`config.mk`:
```
export PLATFORM = sky130hd
export DESIGN_NAME = ascon_round_ctrl
export DESIGN_NICKNAME = d
export VERILOG_FILES = /design/src/rtl/ascon_pkg.sv /design/src/rtl/ascon_round_ctrl.sv
export SDC_FILE = /design/constraint.sdc
export NUM_CORES = 1
export LEC_CHECK = 0
export BUFFER_PORTS_ARGS = -buffer_cell sky130_fd_sc_hd__buf_4
export CORE_UTILIZATION = 46
export DETAILED_ROUTE_END_ITERATION = 7
export PLACE_DENSITY = 0.72
export SYNTH_ARGS = -nofsm -noshare
export SYNTH_HDL_FRONTEND = slang
export SYNTH_SLANG_ARGS = --single-unit
```
`constraint.sdc`:
```
create_clock -name clk -period 1.7 [get_ports clk]
set_clock_uncertainty 0.15 [all_clocks]
set_input_delay 0.085 -clock clk [delete_from_list [all_inputs] [get_ports clk]]
set_output_delay 0.085 -clock clk [all_outputs]
set_load 0.05 [all_outputs]
```
`src/rtl/ascon_pkg.sv`:
```
// Shared types and constants for the ASCON permutation sequencer.
package ascon_pkg;

  typedef enum logic [1:0] {
    IDLE  = 2'd0,
    LOAD  = 2'd1,
    ROUND = 2'd2,
    DONE  = 2'd3
  } state_t;

  localparam logic [1:0] RSEL_12 = 2'b00;
  localparam logic [1:0] RSEL_8  = 2'b01;
  localparam logic [1:0] RSEL_6  = 2'b10;

  localparam logic [3:0] ROUNDS_A  = 4'd12;
  localparam logic [3:0] ROUNDS_B8 = 4'd8;
  localparam logic [3:0] ROUNDS_B6 = 4'd6;
  localparam logic [3:0] RC_BASE   = 4'd12;

  // Reserved encoding 11 falls back to the full-strength permutation.
  function automatic logic [3:0] rounds_decode(input logic [1:0] sel,
                                               input logic [3:0] nr_a);
    case (sel)
      RSEL_8:  rounds_decode = ROUNDS_B8;
      RSEL_6:  rounds_decode = ROUNDS_B6;
      default: rounds_decode = nr_a;
    endcase
  endfunction

endpackage

```
`src/rtl/ascon_round_ctrl.sv`:
```
// Round sequencer for the ASCON permutation: load, p^12/p^8/p^6 rounds, done.
module ascon_round_ctrl
  import ascon_pkg::*;
#(
  parameter int unsigned ROUNDS_A = 12
) (
  input  logic       clk,
  input  logic       rst_n,
  input  logic       start,
  input  logic [1:0] rounds_sel,
  input  logic       abort,
  output logic       ready,
  output logic       load_en,
  output logic       round_en,
  output logic [3:0] rc_index,
  output logic       last_round,
  output logic       done
);

  localparam logic [3:0] NR_A = 4'(ROUNDS_A);

  state_t     state, state_nxt;
  logic [3:0] cnt, cnt_nxt;
  logic [3:0] nr, nr_nxt;
  logic       is_last;

  assign is_last = (cnt == nr - 4'd1);

  always_ff @(posedge clk or negedge rst_n) begin
    if (!rst_n) begin
      state <= IDLE;
      cnt   <= '0;
      nr    <= NR_A;
    end else begin
      state <= state_nxt;
      cnt   <= cnt_nxt;
      nr    <= nr_nxt;
    end
  end

  always_comb begin
    state_nxt = state;
    cnt_nxt   = cnt;
    nr_nxt    = nr;
    if (state != IDLE && abort) begin
      state_nxt = IDLE;
      cnt_nxt   = '0;
    end else begin
      case (state)
        IDLE: begin
          if (start) begin
            state_nxt = LOAD;
            cnt_nxt   = '0;
            nr_nxt    = rounds_decode(rounds_sel, NR_A);
          end
        end
        LOAD:  state_nxt = ROUND;
        ROUND: begin
          cnt_nxt = cnt + 4'd1;
          if (is_last) state_nxt = DONE;
        end
        DONE:  state_nxt = IDLE;
        default: begin
          state_nxt = IDLE;
          cnt_nxt   = '0;
        end
      endcase
    end
  end

  // Shorter permutations use the tail of the constant table: 12 - nr + cnt.
  always_comb begin
    ready      = (state == IDLE);
    load_en    = (state == LOAD);
    round_en   = (state == ROUND);
    done       = (state == DONE);
    last_round = (state == ROUND) && is_last;
    rc_index   = '0;
    if (state == ROUND) rc_index = RC_BASE - nr + cnt;
  end

endmodule

```
### Word level (Yosys, flattened, before mapping)

Index checks and enable logic that the tools add are counted.

* output and inout bits: 9
* memory bits (read-only): 0
* bits in latches: 0
* bits in registers: 10
* memories kept: 0
* memory bits (writable): 0

* add/sub/neg operators: 4
* $mul: 0
* mux-type cells: 9
* equality and inequality tests: 8
* shifts and indexed selects: 0
* divide/modulo/power cells: 0
* bitwise gates (word level): 1
* $lt $le $gt $ge: 0
* reduce and logical (&&, ||, !) cells: 8

Operator list (number)
* $pmux 4 s2: 2
* $mux 4: 3
* $pmux 2 s4: 1
* $eq 2x2->1 const B: 3
* $mux 2: 3
* $add 4x1->4 const B: 1
* $add 4x4->4: 1
* $eq 2x1->1 const B: 2
* $eq 4x4->1: 1
* $reduce_and 2->1: 2
* $sub 4x1->4 const B: 1
* $sub 4x4->4 const A: 1
* $ne 3x1->1 const B: 1
* $ne 3x2->1 const B: 1
* $reduce_and 3->1: 1
* $reduce_bool 3->1: 1
* $logic_and 1x1->1: 2
* $logic_not 2->1: 1
* $reduce_bool 2->1: 1
* $not 1->1: 1

### Depth between registers and ports, before layout

Gate-level depths: netlist of run 1.

* word-level depth: 5
* mapped depth: 7

### Worst setup path after synthesis of run 1

Ideal clock, no wire load.

* kind: register -> output
* start: register state[0]
* end: output port rc_index[1]
* stages on the path, launching flop included: 5
* path slack: -0.534 ns
* required time: 1.465 ns
* arrival time: 1.999 ns
* cell sequence: dfrtp_1 > inv_1 > ha_1 > clkbuf_1 > nor2b_1

* longest elaborated chain between the ends: 2

Ends and longest elaborated chain
* start, declared: RTL line ascon_round_ctrl.sv:22 `state_t state, state_nxt;`
* start signal, assigned: RTL line ascon_round_ctrl.sv:35 `state <= state_nxt;`
* $eq 2x2->1
* via round_en: RTL line ascon_round_ctrl.sv:14 `output logic round_en,`
* $mux 4: RTL line ascon_round_ctrl.sv:79 `if (state == ROUND) rc_index = RC_BASE - nr + cnt;`
* end, declared: RTL line ascon_round_ctrl.sv:15 `output logic [3:0] rc_index,`

The timed path passes the listed nets, and every way through them passes these cells.

### Worst setup path in the final report of run 1

* start: register nr[2]
* end: output port rc_index[3]

* longest elaborated chain between the ends: 3

Ends and longest elaborated chain
* start, declared: RTL line ascon_round_ctrl.sv:24 `logic [3:0] nr, nr_nxt;`
* start signal, assigned: RTL line ascon_round_ctrl.sv:37 `nr <= nr_nxt;`
* $sub 4x4->4: RTL line ascon_round_ctrl.sv:79
* $add 4x4->4: RTL line ascon_round_ctrl.sv:79
* $mux 4: RTL line ascon_round_ctrl.sv:79

Every way passes these cells.

==> impl_metrics.ini, run 1 <==
[status]
status = finished with violations
violations = setup timing

[power]
power_frac_clock_pct = 9.0
p_comb_share_pct = 72.3
p_int_mw = 1.09
p_seq_share_pct = 18.7
ir_drop_mv = 1.01
total_leakage_power_nw = 0.525
power.total_mw = 2.00
p_sw_mw = 0.911
swShare_pct = 45.6
power_density_nw_per_um2 = 1810

[timing]
slew_headroom_pct = 73.2
setup_violations = 5
hold_viol_final = 0
period_minus_slack_ps = 2260
worstMarginPinSlew_ps = 398
setup_slack_ps = -556
timing.fmax_mhz = 443
rsz0062_at_grt = yes
slew_violations = 0
tns_ps = -1620
period_share_pct = 133

[global_routing]
grt_first_pass_wirelength_um = 2370
grt_start_max_net_pins = 14
grt_overflow = 0
grt_usage_pct = 23.3
grt_pass1_vias = 553
antenna_found_initial = 0

[critical_path]
end_kind = output port
reg2reg_depth = 8
crit_type = reg2out
cp-startpoint = nr[2]$_DFFE_PN1P_
cp_max_fo = 2
startpoint_type = register
r2r-end = state[1]$_DFFE_PN0P_
critPathRequiredTime_ps = 1460
timing.rr.start = nr[2]$_DFFE_PN1P_
reg2reg_slack_ps = -180
critPathArrivalTime_ps = 2020

[synthesis]
netlist.top_cell.by_area = dfrtp_1
synth_area_leaders = dfrtp_1 (26%), ha_1 (15%), dfstp_2 (7.8%), inv_1 (4.5%), and2_1 (3.7%)
syn_nets = 85
synth.avg_cell_area_um2 = 9.60
synthDistinctLibCells = 30
yosysWarnings = 0
synth_top_area_share_pct = 26.1
syn-cell-area_um2 = 672
postSynthCellCount = 70
ys_ff_latch = 9
seq_area_frac_synth_pct = 33.9

[final_layout]
postLayoutCellArea_um2 = 1100
drive_above_1_share_pct = 53.8
n_antenna_cell = 0
layout.cells.non_filler = 121
final_nets = 122
n_fill_cell = 71
areaGrowthSynthToFinish_pct = 64.1

[route]
routedWlPerCell_um = 13.5
vias = 619
postRouteAntennaNets = 0
drc = 0
routed_wl_um = 1630
firstDrtPassIters = 4
viasPerCell = 5.12
drtIter0Drc = 12

[die]
die_w_um = 40.2
die_h_um = 40.2
die-area_um2 = 1620
start_util_pct = 50.4
rows = 13
core_um2 = 1330
num_io_pins = 15

[clock_network]
path_clk_slew_ps = 70
insertion_delay_ps = 270
clock_sinks = 9
root_buffer = clkbuf_4
cts_tree = built
clockBufferDepth = 2
h-tree-depth = 1
cts_buffers = 3

[placement]
post-place-ws_ps = -314
place_area_um2 = 952
hpwl_um = 1180
gp_congestion = 0.778
placed_cells = 109
port_buffers = 14

[flow_run]
drv_cap = 0

[hold_path]
hp-class = in2async
[worst max-delay path, cell delays in order (launching register included)]
cell and delay [ps]:
dfstp_2 540, ha_1 240, fa_2 370, xnor2_2 150, xnor2_1 150, and2_4 160
buf_8 130
[sequential cells by signal, summed over array words and instances, names as in the netlist]
| signal | flops |
|---|---|
| cnt | 4 |
| nr | 3 |
| state | 2 |
[how the worst max path moves through the flow]
stage,to,slack (ps),depth (start not counted)
5_1_grt,rc_index[3],-620,7
4_1_cts,rc_index[3],-550,7
3_5_place_dp,rc_index[3],-310,8
3_3_place_gp,rc_index[3],-270,6
2_1_floorplan,rc_index[3],-200,6
6_report,rc_index[3],-560,6
[repair_timing]
item                       CTS  global route
setup endpoints to repair    5             6
buffers inserted             3             2
hold endpoints to repair    12             0
pin swaps                    5             2
hold buffers                 4             0
gates resized for setup      8             6
[layer usage]
metal,global-route usage (%),up-vias,wire length [um]
li1,-,312,-
met1,31.5,287,719
met2,36.7,18,785
met3,6.67,2,108
met4,5.00,0,21
met5,0,-,0
[kinds of logic after synthesis]
family                     after synthesis  share of synthesized area (%)
buffers and inverters                   10                           5.77
xor gates and xnor gates                 5                           8.57
adders and majority gates                9                           17.9
and+or+nand+nor                         21                           17.3
AOI/OAI and AO/OA                       16                           16.6
DFF                                      9                           33.9
[power groups by stage]
stage	clock [mW]	sequential (mW)	combinational, mW
floorplan	0	0.364	0.974
global placement	0	0.373	1.24
detailed placement	0	0.379	1.27
CTS	0.183	0.372	1.37
global route	0.196	0.389	1.56
finish	0.180	0.375	1.45
[cell usage in the layout, fill, tap and decap left out, types with 2 or more instances in the layout]
master,n
buf_4,25
dfrtp_1,6
inv_1,4
nand2_1,4
ha_1,4
ha_4,4
dlygate4sd3_1,4
inv_2,3
a21oi_1,3
nor2_1,3
clkbuf_4,3
buf_6,3
nor2b_4,2
xor2_1,2
and2_4,2
o21ai_0,2
nor3b_1,2
dfstp_2,2
buf_8,2
[synth_stat cells]
library cell and n:
ha_1 8, inv_1 8, dfrtp_1 7, nand2_1 5
a21oi_1 4, and2_1 4, nor2_1 3, nor2b_1 3
o21ai_0 3, dfstp_2 2, nor3b_1 2, xnor2_1 2
xor2_1 2, a21o_1 1, a22o_1 1, a31o_2 1
a32o_1 1, and4_4 1, buf_2 1, clkbuf_1 1
fa_1 1, nand2b_1 1, nand3_1 1, nor3_1 1
o211ai_1 1, o21ai_2 1, o2bb2ai_1 1, o311ai_0 1
o31ai_1 1, xnor3_1 1
[cell type report]
class / instances / area (um^2) / area share, %
Tap cell: 15 / 18.8 / 1.70
Multi-Input combinational cell: 51 / 504 / 45.7
Timing Repair Buffer: 34 / 292 / 26.4
Sequential cell: 9 / 229 / 20.8
Clock buffer: 4 / 26.3 / 2.38
Inverter: 8 / 32.5 / 2.95
[stage by stage]
stage / util, % / hold WS (ps)
floorplan: - / -361
global placement: 71.4 / -234
detailed placement: 71.4 / -234
CTS: 80.7 / 20.1
global route: 82.6 / 37.7
finish: 82.6 / 20.1
No activity file was read; power rests on OpenSTA's default activity.
==> run 2, diff against run 1 <==
--- a/config.mk
+++ b/config.mk
@@ -5,6 +5,7 @@
 export SDC_FILE = /design/constraint.sdc
 export NUM_CORES = 1
 export LEC_CHECK = 0
+export ABC_AREA = 1
 export BUFFER_PORTS_ARGS = -buffer_cell sky130_fd_sc_hd__buf_4
 export CORE_UTILIZATION = 46
 export DETAILED_ROUTE_END_ITERATION = 7
==> run 2 against run 1 <==
Net effect:
- the flow still finishes with violations (setup timing)
- sequential power is 1% higher
- utilization fell by 0.94 points
- critical endpoint unchanged
- die area increased by 1.4%
- total power rose by 6.3%
- clock power is 8% lower
- first-iteration DRC count unchanged
- global-route usage up 0.84 points
- sequential cell count unchanged
- synthesized cell count up 29%
- final area decreased by 1.1%
- via count up 11%
==> impl_metrics.ini, run 2 <==
[synthesis]
synthMuxAreaShare_pct = 0
synthDistinctLibCells = 20
synth_top_area_share_pct = 25.7
syn-cell-area_um2 = 682
synth_edf_count = 0
ys_ff_latch = 9
synth_most_common_cell = nand2_1
synth_area_leaders = dfrtp_1 (26%), ha_1 (15%), nand2_1 (10%), inv_1 (9.9%), dfstp_2 (7.7%)
yosysWarnings = 0
syn_nets = 105
ys_top_cells_by_count = nand2_1 (19), inv_1 (18), nand3_1 (9)
netlist.top_cell.by_area = dfrtp_1
synth_top_family_by_area = simple AND/OR/NAND/NOR gates
synth_simple_gate_area_share_pct = 24.2
ys.flop_type = dfrtp_1
async_flop_share_pct = 100
synthAdderAreaFrac_pct = 17.6
synth_compound_area_share_pct = 9.36
postSynthCellCount = 90
seq_area_frac_synth_pct = 33.4
synthXorXnorAreaFrac_pct = 3.85
synth.avg_cell_area_um2 = 7.58

[placement]
hpwl_um = 1260
gp_congestion = 0.739
place_area_um2 = 926
port_buffers = 14

[power]
total_leakage_power_nw = 0.532
power.total_mw = 2.13
ir_drop_mv = 1.24
power_density_nw_per_um2 = 1950

[timing]
whs_ps = 15.0
setup_violations = 5
period_minus_slack_ps = 2290
setup_slack_ps = -594
hold_viol_final = 0
rsz0062_at_grt = yes
worstMarginPinSlew_ps = 240
slew_headroom_pct = 83.8
tns_ps = -1550
slew_violations = 0
period_share_pct = 135
timing.fmax_mhz = 436

[critical_path]
reg2reg_depth = 12
critPathArrivalTime_ps = 2060
timing.rr.start = nr[2]$_DFFE_PN1P_
startpoint_type = register
end_kind = output port
cp-startpoint = nr[2]$_DFFE_PN1P_
cp_max_fo = 2
reg2reg_slack_ps = -170
crit_type = reg2out
r2r-end = state[1]$_DFFE_PN0P_
critPathRequiredTime_ps = 1460

[clock_network]
path_clk_slew_ps = 60
root_buffer = clkbuf_4
insertion_delay_ps = 260
clock_sinks = 9
cts_buffers = 3
cts_tree = built
clockBufferDepth = 2
h-tree-depth = 1

[route]
drtIter0Drc = 12
wl_met1_um = 688
top_layer_used = met4
routed_wl_um = 1660
drc = 0
vias = 690
met3_length_um = 76
routedWlPerCell_um = 12.1
firstDrtPassIters = 4
postRouteAntennaNets = 0
wl_met2_um = 861
viasPerCell = 5.04

[final_layout]
n_antenna_cell = 0
mostFrequentLayoutCells = buf_4 (21), nand2_1 (15), inv_1 (13)
top_regs = cnt x4, nr x3, state x2
areaGrowthSynthToFinish_pct = 59.8
regMostFlops = cnt
layout_commonest_cell = buf_4
n_fill_cell = 86
final_nets = 138
largest_reg_flops = 4
postLayoutCellArea_um2 = 1090
drive_above_1_share_pct = 46.7

[hold_path]
min_path_cells = 4
hp-start = abort
hp-class = in2reg
holdPathEnd = state[0]$_DFFE_PN0P_

[status]
status = finished with violations
violations = setup timing

[global_routing]
antenna_found_initial = 0
grt_pass1_vias = 635
grt_overflow = 0
grt_start_max_net_pins = 10
grt_first_pass_wirelength_um = 2490
grt_usage_pct = 24.1

[flow_run]
drv_cap = 0

[die]
num_io_pins = 15
core_um2 = 1330
start_util_pct = 51.1
die-area_um2 = 1640
die_h_um = 40.5
rows = 13
die_w_um = 40.5
run 2: repair_timing:
item / 4_1_cts / 5_1_grt
hold buffers: 3 / 0
endpoints found under the hold margin: 12 / 0
buffers inserted: 1 / 3
pin swaps: 5 / 4
gates resized for setup: 11 / 10
cloned: 0 / 0
endpoints found under the setup margin: 6 / 7
run 2: worst max-delay path by stage:
| stage | slack, ps | cells after the start | to |
|---|---|---|---|
| floorplan | -360 | 6 | rc_index[3] |
| global placement | -330 | 6 | rc_index[3] |
| detailed placement | -360 | 6 | rc_index[3] |
| CTS | -620 | 6 | rc_index[3] |
| global route | -680 | 8 | rc_index[3] |
| finish | -590 | 6 | rc_index[3] |
run 2: final cells by class:
type	instances	area (um^2)	area share, %
repair buffers	29	244	22.4
well taps	15	18.8	1.72
inverters	18	67.6	6.20
multi-input cells	62	504	46.3
flip-flops and latches	9	229	21.0
clock buffers	4	26.3	2.41
run 2: metal layers:
| metal | vias up | track usage, % |
|---|---|---|
| met4 | 0 | 15.0 |
| met5 | - | 0 |
| met3 | 4 | 6.11 |
| met1 | 318 | 24.4 |
| li1 | 346 | - |
| met2 | 22 | 43.3 |
run 2: logic make-up after synthesis:
family          after synthesis
simple gates                 39
buf+inv                      19
compound gates               11
fa+ha+maj                     9
flops                         9
xor+xnor                      3
run 2: where the power goes:
part           internal (mW)  switching (mW)
clock                 0.0905          0.0748
combinational          0.666           0.915
sequential             0.309          0.0713
run 2: worst max-delay path, stage by stage, from the launching register on:
cell     delay, ps
dfstp_2        560
ha_4           210
fa_2           350
xor2_2         160
or2_4          230
a21oi_4        120
buf_6          170
run 2: metrics by stage:
stage | std cells | setup WS [ps] | utilization (%)
floorplan | 90 | -365 | -
global placement | 126 | -332 | 69.4
detailed placement | 126 | -364 | 69.4
CTS | 134 | -618 | 77.8
global route | 137 | -678 | 81.7
finish | 137 | -594 | 81.7
==> run 3, diff against run 2 <==
--- a/config.mk
+++ b/config.mk
@@ -7,9 +7,13 @@
 export LEC_CHECK = 0
 export ABC_AREA = 1
 export BUFFER_PORTS_ARGS = -buffer_cell sky130_fd_sc_hd__buf_4
-export CORE_UTILIZATION = 46
+export CAP_MARGIN = 20
+export CELL_PAD_IN_SITES_DETAIL_PLACEMENT = 1
+export CELL_PAD_IN_SITES_GLOBAL_PLACEMENT = 2
+export CORE_UTILIZATION = 26
 export DETAILED_ROUTE_END_ITERATION = 7
-export PLACE_DENSITY = 0.72
+export HOLD_SLACK_MARGIN = 0.03
+export PLACE_DENSITY_LB_ADDON = 0.1
 export SYNTH_ARGS = -nofsm -noshare
 export SYNTH_HDL_FRONTEND = slang
 export SYNTH_SLANG_ARGS = --single-unit
==> run 3 against run 2 <==
Net effect:
- the run still ends with setup timing left
- maximum frequency down 2.2%
- clock power up 6%
- first-iteration DRC count fell by 25%
- non-clock buffer count increased by 6
- sequential power is 3% lower
- die area is 73% higher
- critical endpoint unchanged
==> impl_metrics.ini, run 3 (synthesis gave the netlist of run 2 again) <==
[critical_path]
cp_slowest_stage_delay_ps = 410
cp_num_buf_inv = 2
path_delay_family = adder cells
critPathRequiredTime_ps = 1460
startpoint_type = register
path_cells = ha_4 > inv_4 > fa_2 > xor2_1 > or2_4 > a21oi_4 > buf_6
slowest_stage = dfrtp_1
critPathArrivalTime_ps = 2110
cp_max_fo = 2
end_kind = output port
crit_type = reg2out

[final_layout]
mostFrequentLayoutCells = buf_4 (23), nand2_1 (15), inv_1 (14)
drive_above_1_share_pct = 46.9
regMostFlops = cnt
largest_reg_flops = 4
register_area_um2 = 228
top_regs = cnt x4, nr x3, state x2
postLayoutCellArea_um2 = 1170
n_fill_cell = 300
n_antenna_cell = 0
multiInputGateArea_um2 = 499
final_nets = 144
layout.cells.non_filler = 158
areaGrowthSynthToFinish_pct = 71.4
final_util_pct = 47.2
layout_commonest_cell = buf_4

[global_routing]
grt_first_pass_wirelength_um = 3310
grt_pass1_vias = 731
grt_overflow = 0
antenna_found_initial = 0
grt_start_max_net_pins = 8
grt_usage_pct = 16.7

[die]
num_io_pins = 15
core_um2 = 2480
die_w_um = 53.2
die-area_um2 = 2830
rows = 18
start_util_pct = 27.5
die_h_um = 53.2

[timing]
slew_violations = 0
setup_violations = 5
whs_ps = 27.1
slew_headroom_pct = 76.9
period_share_pct = 138
worstMarginPinSlew_ps = 345
hold_viol_final = 0
setup_slack_ps = -646
timing.fmax_mhz = 426
rsz0062_at_grt = yes
period_minus_slack_ps = 2350

[power]
total_leakage_power_nw = 0.565
power.total_mw = 2.26
power_density_nw_per_um2 = 1930
p_seq_share_pct = 16.3
p_int_mw = 1.15
ir_drop_mv = 1.05
p_sw_mw = 1.11
p_comb_share_pct = 76.0
swShare_pct = 49.2
power_frac_clock_pct = 7.7

[status]
status = finished with violations
violations = setup timing

[clock_network]
insertion_delay_ps = 270
path_clk_slew_ps = 70
root_buffer = clkbuf_4
clockBufferDepth = 2
clock_sinks = 9
cts_tree = built
h-tree-depth = 1
cts_buffers = 3

[route]
viasPerCell = 4.49
routedWlPerCell_um = 12.6
drc = 0
vias = 710
routed_wl_um = 1980
postRouteAntennaNets = 0
drtIter0Drc = 9
firstDrtPassIters = 2

[placement]
hpwl_um = 1550
placed_cells = 143
port_buffers = 14
gp_congestion = 0.719
place_area_um2 = 960

[hold_path]
hp-class = in2reg

[flow_run]
drv_cap = 0
[run 3: cell count changes in the layout (fill, tap and decap cells not counted), sizes merged]
cell,before,now
buf,26,30
dlygate4sd3,3,5
[run 3: worst paths after layout]
check | start | to | slack, ps | depth (start not counted)
min in group asynchronous | rst_n | nr[2]$_DFFE_PN1P_ | 160 | 2
max | cnt[1]$_DFFE_PN0P_ | rc_index[3] | -650 | 7
max in group asynchronous | rst_n | cnt[2]$_DFFE_PN0P_ | 470 | 3
max reg2reg | nr[2]$_DFFE_PN1P_ | state[1]$_DFFE_PN0P_ | -130 | 12
min reg2reg | nr[3]$_DFFE_PN1P_ | nr[3]$_DFFE_PN1P_ | 390 | 2
min | rounds_sel[0] | nr[1]$_DFFE_PN0P_ | 30 | 4
[run 3: power by group through the flow]
stage                     sequential, mW  clock (mW)  combinational, mW
after floorplan                    0.360           0               1.05
after global placement             0.356           0               1.42
after detailed placement           0.358           0               1.45
after CTS                          0.365       0.180               1.64
after global routing               0.378       0.191               1.88
final                              0.368       0.175               1.72
[run 3: through the flow]
| step | setup WS, ps | TNS (ps) |
|---|---|---|
| after floorplan | -365 | -378 |
| after global placement | -338 | -577 |
| after detailed placement | -390 | -689 |
| after CTS | -652 | -1600 |
| after global routing | -711 | -1880 |
| final | -646 | -1510 |
[run 3: metal layers]
metal,global-route usage (%),up-vias,wire length (um)
li1,-,355,-
met1,20.4,343,849
met2,30.6,9,1080
met3,0.862,3,30
met4,5.26,0,25
met5,0,-,0
[run 3: worst reg2reg max path, stage by stage, from the launching register on]
cell     delay, ps
dfstp_2        570
buf_6          110
inv_4           30
ha_4           210
nand2_2         60
nand3_2         60
nor2_2         100
nand2_2         90
buf_6          130
nand2_4         50
nand2_2         50
nand2_1         60
nand2_1         50
[run 3: repair_timing]
item,4_1_cts,5_1_grt
buffers inserted,4,3
hold endpoints to repair,13,0
hold buffers,5,0
resized for setup,16,9
endpoints found under the setup margin,6,9
pin swaps,2,6
[run 3: layout make-up]
class	instances	area share, %
clock buffers	4	2.25
inverters	18	6.21
multi-input cells	62	42.7
flip-flops and latches	9	19.5
well taps	30	3.21
repair buffers	35	26.1
